[src/rtl/debounce_ctrl.sv]
// debounce_ctrl: per-channel switch debouncer qualified by a shared 10 ms tick.
//   Each sw bit passes a 2-flop synchronizer, then a ZERO/WAIT1/ONE/WAIT0 FSM
//   accepts a new level only after it survives STABLE_TICKS consecutive ticks.
//   Optional macro DEBOUNCE_CTRL_EDGE_EN enables registered db_rise/db_fall pulses;
//   without it both ports are tied to 0.
//   Ports: clk, reset (async, active-high), ms10_tick (1-cycle strobe),
//          sw[W] raw levels, db_level[W] debounced level,
//          db_rise[W]/db_fall[W] one-cycle edge pulses.
module debounce_ctrl #(
  parameter int W = 4,
  parameter int STABLE_TICKS = 3
) (
  input  logic         clk,
  input  logic         reset,
  input  logic         ms10_tick,
  input  logic [W-1:0] sw,
  output logic [W-1:0] db_level,
  output logic [W-1:0] db_rise,
  output logic [W-1:0] db_fall
);
  localparam int CW = $clog2(STABLE_TICKS + 1);
  localparam logic [CW-1:0] LAST = CW'(STABLE_TICKS - 1);
  typedef enum logic [1:0] {ZERO, WAIT1, ONE, WAIT0} state_t;
  logic [W-1:0] sync1_q, sw_s_q, level_d, level_q;
  always_ff @(posedge clk or posedge reset)
    if (reset) begin
      sync1_q <= '0;
      sw_s_q  <= '0;
      level_q <= '0;
    end else begin
      sync1_q <= sw;
      sw_s_q  <= sync1_q;
      level_q <= level_d;
    end
  assign db_level = level_q;
  for (genvar i = 0; i < W; i++) begin : g_ch
    state_t state_q, state_d;
    logic [CW-1:0] cnt_q, cnt_d;
    always_ff @(posedge clk or posedge reset)
      if (reset) begin
        state_q <= ZERO;
        cnt_q   <= '0;
      end else begin
        state_q <= state_d;
        cnt_q   <= cnt_d;
      end
    // Reversion is tested before the tick so a bounce coinciding with the
    // qualifying tick cancels the transition.
    always_comb begin
      state_d = state_q;
      cnt_d   = cnt_q;
      case (state_q)
        ZERO:  if (sw_s_q[i]) begin
                 state_d = WAIT1;
                 cnt_d   = '0;
               end
        WAIT1: if (!sw_s_q[i]) begin
                 state_d = ZERO;
                 cnt_d   = '0;
               end else if (ms10_tick) begin
                 state_d = (cnt_q == LAST) ? ONE : WAIT1;
                 cnt_d   = (cnt_q == LAST) ? '0 : cnt_q + 1'b1;
               end
        ONE:   if (!sw_s_q[i]) begin
                 state_d = WAIT0;
                 cnt_d   = '0;
               end
        WAIT0: if (sw_s_q[i]) begin
                 state_d = ONE;
                 cnt_d   = '0;
               end else if (ms10_tick) begin
                 state_d = (cnt_q == LAST) ? ZERO : WAIT0;
                 cnt_d   = (cnt_q == LAST) ? '0 : cnt_q + 1'b1;
               end
      endcase
    end
    assign level_d[i] = (state_q == ONE) || (state_q == WAIT0);
  end
`ifdef DEBOUNCE_CTRL_EDGE_EN
  // Pulses are registered alongside level_q so they coincide with the first
  // cycle db_level shows the new value.
  logic [W-1:0] rise_d, rise_q, fall_d, fall_q;
  always_comb begin
    rise_d = level_d & ~level_q;
    fall_d = ~level_d & level_q;
  end
  always_ff @(posedge clk or posedge reset)
    if (reset) begin
      rise_q <= '0;
      fall_q <= '0;
    end else begin
      rise_q <= rise_d;
      fall_q <= fall_d;
    end
  assign db_rise = rise_q;
  assign db_fall = fall_q;
`else
  assign db_rise = '0;
  assign db_fall = '0;
`endif
endmodule

[config.mk]
export PLATFORM = sky130hd
export DESIGN_NAME = debounce_ctrl
export DESIGN_NICKNAME = d
export VERILOG_FILES = /design/src/rtl/debounce_ctrl.sv
export SDC_FILE = /design/constraint.sdc
export NUM_CORES = 1
export LEC_CHECK = 0
export ABC_AREA = 1
export ABC_CLOCK_PERIOD_IN_PS = 1700
export CELL_PAD_IN_SITES_DETAIL_PLACEMENT = 1
export CELL_PAD_IN_SITES_GLOBAL_PLACEMENT = 1
export CORE_MARGIN = 8
export CORE_UTILIZATION = 35
export DETAILED_ROUTE_END_ITERATION = 6
export PLACE_DENSITY = 0.67
export SKIP_CTS_REPAIR_TIMING = 1
export SKIP_LAST_GASP = 1
export SYNTH_ARGS = -nofsm -noshare
export SYNTH_HDL_FRONTEND = slang
export SYNTH_SLANG_ARGS = --single-unit
export TNS_END_PERCENT = 50
[constraint.sdc]
create_clock -name clk -period 1.7 [get_ports clk]
set_input_delay 0.255 -clock clk [delete_from_list [all_inputs] [get_ports clk]]
set_output_delay 0.255 -clock clk [all_outputs]
set_load 0.01 [all_outputs]
After elaboration in Yosys (flattened, before gate mapping)
Cells that the tools add are included.
Storage, ports and cells
  input bits: 7
  bits in registers: 28
  logic and storage cells: 127
  output and inout bits: 12
Operators by class
  add/sub/neg operators: 4
  equal/unequal tests: 32
  reduce and logical (&&, ||, !) cells: 16
  multiplexer cells: 64
Operator list (number)
  2-bit 2-to-1 mux: 56
  2-bit one-hot mux with 4 select lines: 8
  2-bit == test, second input constant: 12
  3-bit inequality test, second input constant: 8
  2-bit inequality test, second input constant: 8
  4-bit AND reduction: 4
  2-bit by 1-bit adder with 2-bit output, second input constant: 4
  2-bit by 1-bit == test with 1-bit output, second input constant: 4
  2-bit zero test: 4
  2-bit AND reduction: 4
  1-bit logical OR: 4

Logic depth before layout (Yosys ltp)
Gate-level depths: netlist of run 1.
  depth after elaboration: 5
  gate-level depth with buffers: 7

Least setup slack after synthesis of run 1
OpenSTA, ideal clock, no wires.
  kind: flip-flop to flip-flop
  start: register g_ch[0].state_q[1]
  end: register g_ch[0].state_q[1]
  arrival: 803 ps
  stages on the path, launching flop included: 7
  path buffers: 0
  path slack: 780 ps
  path through: dfrtp_1 -> inv_1 -> nand2_2 -> nand3_1 -> nand3_2 -> nand2_1 -> nand2_1
Between the ends
  cells in the longest elaborated chain, start to end: 3
Ends and longest elaborated chain
  from (decl): line 37  | state_t state_q, state_d;
  from (signal assigned): line 44  | state_q <= state_d;
  2-bit by 1-bit == test with 1-bit output, or another cell as far along: line 52  | case (state_q)
  3-bit inequality test (no source line) / 2-bit inequality test (equally long branches)
  4-bit AND reduction (no source line)
Several ways; a longest one is shown, not always the timed one.
A chain may end at the register's enable or synchronous reset.

Worst setup path in the final report of run 1
  start: register level_q[2], in the netlist db_level[2]
  end: output port db_level[2]
RTL lines
  from (decl): line 24  | logic [W-1:0] sync1_q, sw_s_q, level_d, level_q;
  from (signal assigned): line 33  | level_q <= level_d;
  to (decl): line 17  | output logic [W-1:0] db_level,
No word-level cell between the ends.

==> out/qor.txt, run 1 <==
Result of the run - finished, final reports clean
Setup Total Neg Slack - 0 ns
Family with the most delay on the worst path - buffers and inverters
Most numerous cell types in the synthesized netlist - sky130_fd_sc_hd__nand2_1, sky130_fd_sc_hd__dfrtp_1, sky130_fd_sc_hd__inv_1
Setup CP Type - reg -> out
Slowest cell on the critical path - sky130_fd_sc_hd__clkdlybuf4s50_1
Maximum operating frequency - 714 MHz
P per Cell Area - 1380 mW/mm^2
Antenna violations before repair - 0
Pin count of the biggest net entering global routing - 29
Total detailed-routing wirelength - 2.63 mm
Critical path's largest stage delay - 0.53 ns
Routed wire per std cell - 12.3 um
Type of origin of the critical path - flip-flop
RSZ-0062 raised after global routing - no
Most common cell in the netlist - sky130_fd_sc_hd__nand2_1
Crit. End Element - output port
TritonCTS sink count - 28
Wire length of the first global-routing pass - 4.81 mm
Area of the die - 0.00600 mm^2
Final nets - 174
Number of buffers on the longest clock path - 2
Number of global-route vias before repair - 1107
First-pass detailed-route iteration total - 4
Required time of the critical path - 1.44 ns
Later-pin clock latency in the skew report - 0.28 ns
Hold violation total from the final report - 0
P_leak - 0.760 nW
Critical-path maximum fanout - 1
Congestion Overflow GR - 0
Die span in y - 77.4 um
Setup Viol. Count Final - 0
Detail Placement HPWL - 2.02 mm
# port buffers - 10
Fillers - 459
Area leader, netlist - sky130_fd_sc_hd__dfrtp_1
Final routed DRC violation total - 0
Multi-input combinational cell area - 480 um^2
EDFF count, synth - 0
Buffer cell driving the clock tree root - sky130_fd_sc_hd__clkbuf_8
Placement row count - 22
Slew Viols, Final - 0
Leading post-synthesis cells by cell area - sky130_fd_sc_hd__dfrtp_1, sky130_fd_sc_hd__nand2_1, sky130_fd_sc_hd__inv_1
Post-route minimum period - 1.40 ns
Post-CTS clock slew at the launch and capture registers of the worst setup and hold paths - 0.10 ns
Number of antenna repair diodes - 0
Number of distinct standard cells referenced by the synthesized netlist - 19
Layout area overhead - 14.7%
CP cell instances - clkdlybuf4s50_1
Antenna-violating nets left - 0
Post-layout util - 41.7%
Starting density of the core - 36.4%
Cell area after placement - 0.00144 mm^2
Fraction of registers with async set/reset - 100%
Worst slack on hold paths - 0.336 ns
Highest ir drop seen on vdd - 464 uV
Violation count after the first detailed-route iteration - 21
Maxcap violations - 0
Register cell area after layout - 701 um^2
Sequential share of the synthesized area - 53.0%
Final weighted congestion of routability-driven global placement - 0.816
Global router's overall resource usage - 9.70%
Worst Path Buf+Inv - 1
Yosys warnings - 0
Flip-flop cell with the highest count after synthesis - sky130_fd_sc_hd__dfrtp_1
Synthesized cell area - 0.00132 mm^2
Instance count of the mapped netlist - 157
Width of the die - 77.4 um
Path type of the worst min-delay path - in -> async
Clock buffers created by TritonCTS - 3
Synth top area share - 53.0%
Level count of the clock H-tree - 1
Yosys reg bits - 28
Clock tree from TritonCTS - built
Core outline area - 0.00363 mm^2
DR vias/cell - 4.53
Final instance area - 0.00152 mm^2
Worst-case clock skew - 0.00407 ns
Final critical-path share of the clock period - 82.4%
Number of top-level pins - 19
Mean instance size in the synthesized netlist - 8.42 um^2
Layout cell share with drive strength beyond 1 - 12.0%
Endpoint arrival time on the critical path - 1.15 ns
Detailed-route via count - 969
sequential cells by signal (all words and copies together) (netlist names):
register,flops
g_ch.state_q,8
db_level,4
sync1_q,4
sw_s_q,4
g_ch.cnt_q,8
layer usage:
layer	GRT usage (%)	vias up	wire (um)	part of all wire, %
li1	-	484	-	-
met1	10.4	470	1180	45
met2	17.4	11	1320	50
met3	3.57	4	96	3.7
met4	2.83	0	32	1.2
met5	0	-	0	0
cell families after synthesis:
logic type / after synthesis / synth area share (%)
flip-flops: 28 / 53.0
other: 1 / 0.284
AO/OA/AOI/OAI: 14 / 5.30
XOR/XNOR: 2 / 1.33
AND/OR/NAND/NOR: 78 / 27.5
buffers and inverters: 34 / 12.6
report_power, final:
part / internal, W / leakage, nW / total [W] / switching [W]
Clock: 0.000315 / 0.0357 / 0.000523 / 0.000208
Sequential: 0.000846 / 0.354 / 0.00102 / 0.000171
Combinational: 0.000244 / 0.370 / 0.000548 / 0.000304
Total: 0.00141 / 0.760 / 0.00209 / 0.000683
layout make-up:
cell class	instances	area share [%]
clock buffer	3	2.73
tap	48	3.96
sequential	28	46.2
timing repair buffer	12	8.42
inverter	20	4.95
clock inverter	1	1.98
multi-input combinational	102	31.7
layout by cell type, fill, tap and decap left out:
master | Yosys | routed
sky130_fd_sc_hd__xor2_1 | 2 | 2
sky130_fd_sc_hd__nand4_1 | 6 | 6
sky130_fd_sc_hd__dfrtp_1 | 28 | 28
sky130_fd_sc_hd__inv_1 | 18 | 18
sky130_fd_sc_hd__and2_1 | 2 | 2
sky130_fd_sc_hd__bufinv_16 | 0 | 1
sky130_fd_sc_hd__clkbuf_8 | 0 | 3
sky130_fd_sc_hd__buf_12 | 0 | 1
sky130_fd_sc_hd__nand2_1 | 36 | 36
sky130_fd_sc_hd__o21ai_1 | 4 | 4
sky130_fd_sc_hd__conb_1 | 1 | 8
sky130_fd_sc_hd__nand3_1 | 10 | 10
sky130_fd_sc_hd__nor2_2 | 4 | 4
sky130_fd_sc_hd__nor2_1 | 12 | 12
sky130_fd_sc_hd__clkdlybuf4s50_1 | 0 | 10
sky130_fd_sc_hd__inv_2 | 2 | 2
sky130_fd_sc_hd__nand2_2 | 6 | 6
sky130_fd_sc_hd__buf_4 | 8 | 1
sky130_fd_sc_hd__nand3_2 | 2 | 2
sky130_fd_sc_hd__o21ai_0 | 10 | 10
final timing paths:
kind | from | to | slack, ns | depth (start not counted)
max reg2reg | sw_s_q[0] | g_ch[0].state_q[1] | 0.62 | 7
min | reset | g_ch[1].cnt_q[0] | 0.34 | 3
max | db_level[2] | db_level[2] | 0.30 | 1
max in group asynchronous | reset | g_ch[3].cnt_q[1] | 1.10 | 3
min reg2reg | sync1_q[1] | sw_s_q[1] | 0.36 | 0
min in group clk | sync1_q[1] | sw_s_q[1] | 0.36 | 0
metrics by stage:
| step | instances | worst slack, ns | power, W |
|---|---|---|---|
| 2_1_floorplan | 164 | 0.780 | 0.00138 |
| 3_3_place_gp | 210 | 0.311 | 0.00154 |
| 3_5_place_dp | 210 | 0.272 | 0.00159 |
| 4_1_cts | 214 | 0.270 | 0.00214 |
| 5_1_grt | 214 | 0.243 | 0.00225 |
| 6_report | 214 | 0.299 | 0.00209 |
Power figures use the tool's default switching activity.
==> run 2: changes to the inputs <==
ABC_CLOCK_PERIOD_IN_PS = 1300   (was 1700)
clock period = 1.3 ns   (was 1.7 ns; I/O delays follow)
==> out/qor.txt, run 2 (synthesis results as in run 1) <==
Result of the run - finished, violations left (was finished, final reports clean)
Violated checks - negative setup slack
Flop pwr share - 52.8% (was 48.7%)
Setup Viol. Count Final - 2 (was 0)
Setup ws final - -0.0320 ns (was 0.299 ns)
P_leak - 0.781 nW (was 0.760 nW)
Critical path's largest stage delay - 0.53 ns (about the same)
Worst-case clock skew - 0.00538 ns (was 0.00407 ns)
Area of the die - 0.00600 mm^2 (unchanged)
DR vias/cell - 4.63 (was 4.53)
First-pass detailed-route iteration total - 4 (unchanged)
Clock share of power - 18.9% (was 25.0%)
P per Cell Area - 1670 mW/mm^2 (was 1380 mW/mm^2)
Die span in y - 77.4 um (unchanged)
Routed wire per std cell - 12.1 um (was 12.3 um)
Path type of the worst min-delay path - in -> async (unchanged)
Hold violation total from the final report - 0 (unchanged)
CP cell instances - clkdlybuf4s50_1 (unchanged)
Number of antenna repair diodes - 0 (unchanged)
Slew Viols, Final - 0 (unchanged)
Buffer cell driving the clock tree root - sky130_fd_sc_hd__clkbuf_8 (unchanged)
Worst slack on hold paths - 0.234 ns (was 0.336 ns)
Type of origin of the critical path - flip-flop (unchanged)
Power share of the combinational group - 28.3% (was 26.3%)
Number of buffers on the longest clock path - 2 (unchanged)
Largest registers in the final layout - g_ch.cnt_q: 8 flops, g_ch.state_q: 8 flops (unchanged)
Starting density of the core - 36.4% (unchanged)
Clock tree from TritonCTS - built (unchanged)
Detailed-route via count - 986 (was 969)
Width of the die - 77.4 um (unchanged)
Internal power - 0.00163 W (was 0.00141 W)
Required time of the critical path - 1.11 ns (was 1.44 ns)
Wire length of the first global-routing pass - 4.86 mm (was 4.81 mm)
Worst Path Buf+Inv - 1 (unchanged)
Number of global-route vias before repair - 1077 (was 1107)
Switching power total - 0.000886 W (was 0.000683 W)
TritonCTS sink count - 28 (unchanged)
Final weighted congestion of routability-driven global placement - 0.824 (was 0.816)
Crit. End Element - output port (unchanged)
Level count of the clock H-tree - 1 (unchanged)
Final nets - 174 (unchanged)
Number of top-level pins - 19 (unchanged)
Pin count of the biggest net entering global routing - 29 (unchanged)
Final instance area - 0.00150 mm^2 (was 0.00152 mm^2)
RSZ-0062 raised after global routing - yes (was no)
Final critical-path share of the clock period - 102%
Post-CTS clock slew at the launch and capture registers of the worst setup and hold paths - 0.09 ns (was 0.10 ns)
Final routed DRC violation total - 0 (unchanged)
Pre-CTS WS - -0.0673 ns (was 0.272 ns)
Cell area after placement - 0.00146 mm^2 (was 0.00144 mm^2)
Slowest cell on the critical path - sky130_fd_sc_hd__clkdlybuf4s50_1 (unchanged)
Critical-path maximum fanout - 1 (unchanged)
Core outline area - 0.00363 mm^2 (unchanged)
# port buffers - 10 (unchanged)
Placement row count - 22 (unchanged)
Antenna violations before repair - 0 (unchanged)
Violation count after the first detailed-route iteration - 18 (was 21)
Antenna-violating nets left - 0 (unchanged)
Post-route minimum period - 1.33 ns
Total detailed-routing wirelength - 2.58 mm (was 2.63 mm)
Congestion Overflow GR - 0 (unchanged)
Highest ir drop seen on vdd - 807 uV (was 464 uV)
Detail Placement HPWL - 1.93 mm (was 2.02 mm)
Switching part of the total - 35.2% (was 32.7%)
Maxcap violations - 0 (unchanged)
Layout cell share with drive strength beyond 1 - 11.5% (was 12.0%)
Top library cells by usage in the layout, fill and taps aside - sky130_fd_sc_hd__nand2_1, sky130_fd_sc_hd__dfrtp_1, sky130_fd_sc_hd__inv_1, sky130_fd_sc_hd__nor2_1 (unchanged)
Later-pin clock latency in the skew report - 0.28 ns (about the same)
Global router's overall resource usage - 9.62% (was 9.70%)
Most common cell after layout, fill and taps aside - sky130_fd_sc_hd__nand2_1 (unchanged)
Layout area overhead - 13.7% (was 14.7%)
Family with the most delay on the worst path - buffers and inverters (unchanged)
Post-layout util - 41.4% (was 41.7%)
Setup CP Type - reg -> out (unchanged)
Post-route total power - 0.00252 W (was 0.00209 W)
Maximum operating frequency - 751 MHz
Endpoint arrival time on the critical path - 1.14 ns (was 1.15 ns)
Clock buffers created by TritonCTS - 3 (unchanged)
-- run 2: changes by cell type in the layout (fill, tap and decap cells not counted), sizes merged --
cell and change:
clkdlybuf4s50 -2, dlymetal6s2s +2, bufinv -1
-- run 2: worst register-to-register path, stage by stage, from the launching register on --
cell	delay (ns)
sky130_fd_sc_hd__dfrtp_1	0.49
sky130_fd_sc_hd__inv_2	0.09
sky130_fd_sc_hd__nor2_2	0.12
sky130_fd_sc_hd__nand2_2	0.07
sky130_fd_sc_hd__nand2_1	0.07
sky130_fd_sc_hd__nor2_1	0.04
sky130_fd_sc_hd__nand2_1	0.05
sky130_fd_sc_hd__nand2_1	0.05
-- run 2: power by group through the flow --
stage	logic [W]	registers, W	clock network, W
2_1_floorplan	0.000486	0.00132	0
4_1_cts	0.000735	0.00133	0.000503
3_5_place_dp	0.000729	0.00135	0
3_3_place_gp	0.000695	0.00133	0
5_1_grt	0.000827	0.00137	0.000530
6_report	0.000711	0.00133	0.000476
-- run 2: through the flow --
stage,setup TNS (ns),std cells
finish,-0.0576,213
floorplan,0,164
CTS,-0.219,213
global placement,-0.101,210
global route,-0.152,213
detailed placement,-0.424,210
-- run 2: path summary, 6_finish.rpt --
path                                    start                 end  slack (ns)  cells after the start
setup reg to reg           g_ch[1].state_q[0]  g_ch[1].state_q[1]        0.22                      7
max in group asynchronous               reset    g_ch[3].cnt_q[0]        0.90                      3
setup / recovery                  db_level[1]         db_level[1]       -0.03                      1
min in group clk                        sw[2]          sync1_q[2]        0.35                      1
hold / removal                          reset  g_ch[1].state_q[1]        0.23                      3
hold reg to reg                    sync1_q[1]           sw_s_q[1]        0.36                      0
-- run 2: cell type report --
| type | instances | area [um^2] |
|---|---|---|
| inverter | 20 | 75.1 |
| fill | 455 | 2130 |
| clock buffer | 3 | 41.3 |
| timing repair buffer | 12 | 145 |
| tap | 48 | 60.1 |
| sequential | 28 | 701 |
| multi-input combinational | 102 | 480 |
-- run 2: routing by layer --
| metal | vias up | GRT usage, % | share of wire [%] |
|---|---|---|---|
| met5 | - | 0 | 0 |
| met2 | 11 | 16.1 | 49 |
| met1 | 484 | 11.5 | 46 |
| li1 | 486 | - | - |
| met4 | 0 | 3.40 | 1.7 |
| met3 | 5 | 2.76 | 3.5 |
